--- src/rtl/wr_channel_merger_pkg.sv ---
// Shared definitions for the write-channel merger: channel count, channel
// index type, default data width and the round-robin successor function.
package wr_channel_merger_pkg;

  localparam int NCH        = 3;
  localparam int DEF_DATA_W = 8;

  typedef logic [1:0] chan_t;

  // Successor of channel k in the round-robin ring 0 -> 1 -> 2 -> 0.
  function automatic chan_t next_rr(input chan_t k);
    if (k >= chan_t'(NCH - 1))
      return chan_t'(0);
    else
      return chan_t'(k + chan_t'(1));
  endfunction

endpackage

--- src/rtl/wr_channel_merger_chan_fifo.sv ---
// Per-channel FIFO. Pointers wrap naturally because DEPTH is a power of two;
// the occupancy count is one bit wider so full and empty are distinct.
// A push while full is honoured only when a pop happens on the same edge.
module chan_fifo
  import wr_channel_merger_pkg::*;
#(
  parameter int DATA_W = DEF_DATA_W,
  parameter int DEPTH  = 4
) (
  input  logic              clk,
  input  logic              resetn,
  input  logic              push,
  input  logic [DATA_W-1:0] push_data,
  input  logic              pop,
  output logic [DATA_W-1:0] head_data,
  output logic              empty,
  output logic              full
);

  localparam int PW = (DEPTH > 1) ? $clog2(DEPTH) : 1;
  localparam int CW = $clog2(DEPTH) + 1;

  logic [DATA_W-1:0] mem [DEPTH];
  logic [PW-1:0]     wr_ptr;
  logic [PW-1:0]     rd_ptr;
  logic [CW-1:0]     count;
  logic              push_ok;
  logic              pop_ok;

  assign empty     = (count == '0);
  assign full      = (count == CW'(DEPTH));
  assign pop_ok    = pop && !empty;
  assign push_ok   = push && (!full || pop_ok);
  assign head_data = mem[rd_ptr];

  // Storage array: data only, no reset needed.
  always_ff @(posedge clk) begin
    if (push_ok)
      mem[wr_ptr] <= push_data;
  end

  // Pointer and occupancy bookkeeping.
  always_ff @(posedge clk or negedge resetn) begin
    if (!resetn) begin
      wr_ptr <= '0;
      rd_ptr <= '0;
      count  <= '0;
    end else begin
      if (push_ok)
        wr_ptr <= wr_ptr + 1'b1;
      if (pop_ok)
        rd_ptr <= rd_ptr + 1'b1;
      case ({push_ok, pop_ok})
        2'b10:   count <= count + 1'b1;
        2'b01:   count <= count - 1'b1;
        default: count <= count;
      endcase
    end
  end

endmodule

--- src/rtl/wr_channel_merger.sv ---
// Merges three write channels into one valid/ready stream tagged with the
// source channel. Each channel is buffered in its own FIFO; a round-robin
// arbiter picks the next non-empty FIFO whenever the output register can
// take a word. Dropped writes raise sticky per-channel overflow flags.
module wr_channel_merger
  import wr_channel_merger_pkg::*;
#(
  parameter int DATA_W = DEF_DATA_W,
  parameter int DEPTH  = 4
) (
  input  logic              clk,
  input  logic              resetn,
  input  logic              wen0,
  input  logic              wen1,
  input  logic              wen2,
  input  logic [DATA_W-1:0] data0,
  input  logic [DATA_W-1:0] data1,
  input  logic [DATA_W-1:0] data2,
  input  logic              freeze,
  output logic              out_valid,
  input  logic              out_ready,
  output logic [DATA_W-1:0] out_data,
  output logic [1:0]        out_chan,
  output logic [2:0]        ovf
);

  logic [DATA_W-1:0] wdata [NCH];
  logic [DATA_W-1:0] head  [NCH];
  logic [NCH-1:0]    wen;
  logic [NCH-1:0]    empty;
  logic [NCH-1:0]    full;
  logic [NCH-1:0]    push;
  logic [NCH-1:0]    pop;

  chan_t             rr;
  chan_t             gnt;
  logic              gnt_vld;
  logic              load;

  logic              vld_p1;
  logic [DATA_W-1:0] data_p1;
  chan_t             chan_p1;
  logic [NCH-1:0]    ovf_q;

  assign wen      = {wen2, wen1, wen0};
  assign wdata[0] = data0;
  assign wdata[1] = data1;
  assign wdata[2] = data2;

  // Channel FIFOs
  for (genvar i = 0; i < NCH; i++) begin : g_fifo
    chan_fifo #(
      .DATA_W (DATA_W),
      .DEPTH  (DEPTH)
    ) u_fifo (
      .clk       (clk),
      .resetn    (resetn),
      .push      (push[i]),
      .push_data (wdata[i]),
      .pop       (pop[i]),
      .head_data (head[i]),
      .empty     (empty[i]),
      .full      (full[i])
    );

    // A full FIFO still accepts a write when it is being popped this edge.
    assign pop[i]  = load && (gnt == chan_t'(i));
    assign push[i] = wen[i] && (!full[i] || pop[i]);
  end

  // Round-robin search: first non-empty FIFO at or after rr.
  always_comb begin
    chan_t cand;
    gnt_vld = 1'b0;
    gnt     = rr;
    cand    = rr;
    for (int i = 0; i < NCH; i++) begin
      if (!gnt_vld && !empty[cand]) begin
        gnt_vld = 1'b1;
        gnt     = cand;
      end
      cand = next_rr(cand);
    end
  end

  // A new word enters the output register only when it is free or being
  // drained this edge, and freeze is low.
  assign load = !freeze && (!vld_p1 || out_ready) && gnt_vld;

  // Round-robin pointer advances past the granted channel.
  always_ff @(posedge clk or negedge resetn) begin
    if (!resetn)
      rr <= chan_t'(0);
    else if (load)
      rr <= next_rr(gnt);
  end

  // ---- stage p1: output register ----
  // Load a granted word, otherwise retire the current one once accepted.
  always_ff @(posedge clk or negedge resetn) begin
    if (!resetn) begin
      vld_p1  <= 1'b0;
      data_p1 <= '0;
      chan_p1 <= chan_t'(0);
    end else if (load) begin
      vld_p1  <= 1'b1;
      data_p1 <= head[gnt];
      chan_p1 <= gnt;
    end else if (out_ready) begin
      vld_p1  <= 1'b0;
    end
  end

  // Sticky overflow flags: any write strobe that was not accepted.
  always_ff @(posedge clk or negedge resetn) begin
    if (!resetn)
      ovf_q <= '0;
    else
      ovf_q <= ovf_q | (wen & ~push);
  end

  assign out_valid = vld_p1;
  assign out_data  = data_p1;
  assign out_chan  = chan_p1;
  assign ovf       = ovf_q;

endmodule

--- config.mk ---
export PLATFORM = sky130hd
export DESIGN_NAME = wr_channel_merger
export DESIGN_NICKNAME = d
export VERILOG_FILES = /design/src/rtl/wr_channel_merger_pkg.sv /design/src/rtl/wr_channel_merger_chan_fifo.sv /design/src/rtl/wr_channel_merger.sv
export SDC_FILE = /design/constraint.sdc
export NUM_CORES = 1
export LEC_CHECK = 0
export ABC_AREA = 0
export BUFFER_PORTS_ARGS = -buffer_cell sky130_fd_sc_hd__buf_4
export CORE_UTILIZATION = 56
export CTS_CLUSTER_DIAMETER = 100
export DETAILED_ROUTE_END_ITERATION = 10
export GPL_ROUTABILITY_DRIVEN = 0
export GPL_TIMING_DRIVEN = 0
export PLACE_DENSITY = 0.83
export RECOVER_POWER = 100
export SLEW_MARGIN = 20
export SYNTH_ARGS = -nofsm -noshare
export SYNTH_HDL_FRONTEND = slang
export SYNTH_HIERARCHICAL = 1
export SYNTH_SLANG_ARGS = --single-unit
--- constraint.sdc ---
create_clock -name clk -period 9.3 [get_ports clk]
set_input_delay 0.93 -clock clk [delete_from_list [all_inputs] [get_ports clk]]
set_output_delay 0.93 -clock clk [all_outputs]
set_load 0.02 [all_outputs]
==> impl_metrics.json <==
{
  "cp_data_required_time_ps": 9750,
  "syn_area_um2": 5840,
  "num_io_pins": 45,
  "num_rows": 36,
  "slew-limit-headroom_pct": -40.1,
  "ctsResizeCount": 0,
  "grt_first_pass_wirelength_um": 17400,
  "wire_per_inst_um": 18.8,
  "p_per_area_nw_per_um2": 343,
  "synth_compound_area_share_pct": 6.41,
  "synthMuxAreaShare_pct": 11.9,
  "cts_tree": "built",
  "clock_latency_ps": 530,
  "n_fill_cell": 712,
  "fin_crit_ps": 4230,
  "synth_top_area_share_pct": 49.4,
  "synth_edf_count": 96,
  "synth_area_leader_cell": "edfxtp_1",
  "antenna_found_initial": 0,
  "start_util_pct": 58.6,
  "cpMostUsedCell": "inv_1",
  "synth.most_common_cell": "edfxtp_1",
  "dr.pass1.iters": 4,
  "setup_violations": 0,
  "synth_top_family_by_area": "multiplexers",
  "dieArea_um2": 10800,
  "synthDistinctLibCells": 55,
  "slew_violations": 38,
  "syn_avg_cell_area_um2": 16.0,
  "max-vdd-ir-drop_mv": 0.203,
  "clock-sinks": 133,
  "fin_nets": 475,
  "path_buf_inv": 5,
  "syn-num-nets": 412,
  "hold_class": "reg2reg",
  "yosys-top-cells-area": "edfxtp_1, dfrtp_1, mux4_2",
  "startpoint_type": "register",
  "coreArea_um2": 9950,
  "io_buffers": 44,
  "cellLeakagePower_nw": 2.47,
  "synthCells": 365,
  "grt_pass1_vias": 3460,
  "rsz0062_at_grt": "no",
  "synth_ff_type": "edfxtp_1",
  "arrival_ps": 4680,
  "cpMaxStageDelayCell": "or3_2",
  "antenna_left": 0,
  "yosysSeqAreaShare_pct": 65.3,
  "via_per_inst": 5.67,
  "globalRouteOverflowTotal": 0,
  "dp.cells": 542,
  "hold_viol": 0,
  "endpoint_kind": "register",
  "yosys_warnings": 6,
  "violations": "max-capacitance violations, max-slew violations",
  "numCtsBuffers": 17,
  "crit_family": "simple AND/OR/NAND/NOR gates",
  "yosys-top-cells-count": "edfxtp_1, dfrtp_1, inv_1",
  "finalCritPeriodShare_pct": 45.5,
  "ys_ff_latch": 133,
  "cp_cell_sequence": "or3_2 -> inv_1 -> nand3_1 -> o211ai_1 -> or2_0 -> clkbuf_1 -> or2_0 -> inv_1 -> o21a_1 -> inv_1 -> ha_1 -> inv_1 -> fa_1 -> xor2_1 -> nor2_1 -> xor2_1",
  "routed_wl_um": 10800,
  "hold_buffers": 0,
  "drc": 0,
  "synth-xor-area-share_pct": 2.40,
  "max_freq_ghz": 0.236,
  "synth-simple-area-share_pct": 6.86,
  "skew_ps": 10.6,
  "status": "finished with violations",
  "die_h_um": 104,
  "vias": 3257,
  "clk_pin_slew_worst_paths_ps": 60,
  "area_delta_synth_final_pct": 14.7,
  "root_buffer": "clkbuf_8",
  "drtIter0Drc": 139,
  "grtUsageTotal_pct": 21.8,
  "final_layout_size_suffix_gt1_share_pct": 15.9,
  "die_x_um": 104,
  "cts_max_path_buffers": 2,
  "grt_max_degree": 38,
  "insertedDiodeCount": 0,
  "finalSetupTns_ps": 0,
  "cts_setup_buffers": 0,
  "maxCapViolations": 1,
  "htree_levels": 4,
  "tightest_slew_ps": 2100,
  "synthAdderAreaFrac_pct": 3.82,
  "async_flop_share_pct": 27.8,
  "crit_type": "reg2reg",
  "crit_fanout": 10,
  "cpPeakStageDelay_ps": 540,
  "hpwl_um": 6960,
  "fin_cells": 574
}
## metal layers
| metal | share of wire (%) | vias to the layer above | GRT usage [%] | wire length [µm] |
|---|---|---|---|---|
| met3 | 5.4 | 18 | 6.20 | 578 |
| met2 | 50 | 105 | 35.7 | 5380 |
| met1 | 43 | 1637 | 27.4 | 4640 |
| li1 | - | 1497 | - | - |
| met4 | 1.9 | 0 | 9.49 | 210 |
| met5 | 0 | - | 0 | 0 |
## registers in the layout, summed over array words and instances, names as in the netlist
name	count
g_fifo.u_fifo/mem	96
g_fifo.u_fifo/count	9
out_data	8
g_fifo.u_fifo/rd_ptr	6
g_fifo.u_fifo/wr_ptr	6
ovf	3
out_chan	2
rr	2
out_valid	1
## area by class of cell
cell class	instances	area [µm²]	area share, %
sequential	133	3810	56.9
inverter	31	116	1.74
buffer	14	56.3	0.841
multi-input combinational	187	1780	26.5
tap	133	166	2.49
clock buffer	17	414	6.19
clock inverter	15	173	2.58
timing repair buffer	44	184	2.75
## cell families (layout without fill, tap and decap cells)
group                    Yosys count  count (layout)
multiplexers                      38              38
AND/OR/NAND/NOR                   72              72
flip-flops                       133             133
AO/OA/AOI/OAI                     45              45
adder cells (fa/ha/maj)           16              16
buffers and inverters             45             121
XOR/XNOR                          16              16
## cells in the final DEF, fill, tap and decap left out, types with 3 or more instances in the layout
cell | Yosys | final
nand2b_1 | 4 | 4
mux2_1 | 0 | 3
nand3_1 | 5 | 5
nor2_1 | 9 | 9
inv_6 | 0 | 7
o221ai_1 | 5 | 6
o211ai_1 | 7 | 8
fa_1 | 3 | 3
o21ai_0 | 6 | 7
clkbuf_16 | 0 | 16
mux4_2 | 24 | 24
xor2_1 | 6 | 6
edfxtp_1 | 96 | 96
buf_2 | 5 | 3
inv_8 | 0 | 3
or3_1 | 3 | 3
or3b_1 | 3 | 3
a22oi_1 | 3 | 3
a21boi_0 | 2 | 3
nand2_1 | 19 | 19
xnor2_1 | 10 | 10
buf_1 | 3 | 3
ha_1 | 13 | 13
clkbuf_1 | 3 | 47
and2_0 | 0 | 12
inv_1 | 31 | 31
buf_4 | 1 | 5
o21a_1 | 3 | 6
mux2i_1 | 10 | 10
nand3b_1 | 4 | 4
dfrtp_1 | 37 | 37
## final timing paths
| kind | depth (start not counted) | from | slack (ps) | end |
|---|---|---|---|---|
| worst max register to register | 16 | g_fifo[2].u_fifo/count[0]$_DFFE_PN0P_ | 5070 | g_fifo[0].u_fifo/count[2]$_DFFE_PN0P_ |
| worst min register to register | 1 | ovf[1]$_DFF_PN0_ | 470 | ovf[1]$_DFF_PN0_ |
| worst max-delay path | 16 | g_fifo[2].u_fifo/count[0]$_DFFE_PN0P_ | 5070 | g_fifo[0].u_fifo/count[2]$_DFFE_PN0P_ |
| max in group asynchronous | 1 | resetn | 7090 | g_fifo[0].u_fifo/count[2]$_DFFE_PN0P_ |
| min in group asynchronous | 1 | resetn | 1000 | g_fifo[2].u_fifo/count[0]$_DFFE_PN0P_ |
| worst min-delay path | 1 | ovf[1]$_DFF_PN0_ | 470 | ovf[1]$_DFF_PN0_ |
## report_power, final
part / switching (mW) / leakage (nW) / internal, mW / total, mW
combinational: 0.422 / 0.876 / 0.317 / 0.740
clock: 0.287 / 0.282 / 0.370 / 0.657
sequential: 0.0855 / 1.31 / 0.814 / 0.899
## through the flow
stage | cell area, µm² | power [mW] | hold slack (ps) | setup slack [ps] | util (%)
floorplan | 5840 | 1.48 | 476 | 5850 | -
global placement | 6330 | 1.67 | 451 | 5600 | 63.6
detailed placement | 6330 | 1.71 | 460 | 5490 | 63.6
CTS | 6920 | 2.37 | 361 | 5460 | 69.5
global route | 6700 | 2.43 | 486 | 4810 | 67.3
finish | 6700 | 2.30 | 473 | 5070 | 67.3
Power figures use the tool's default switching activity.
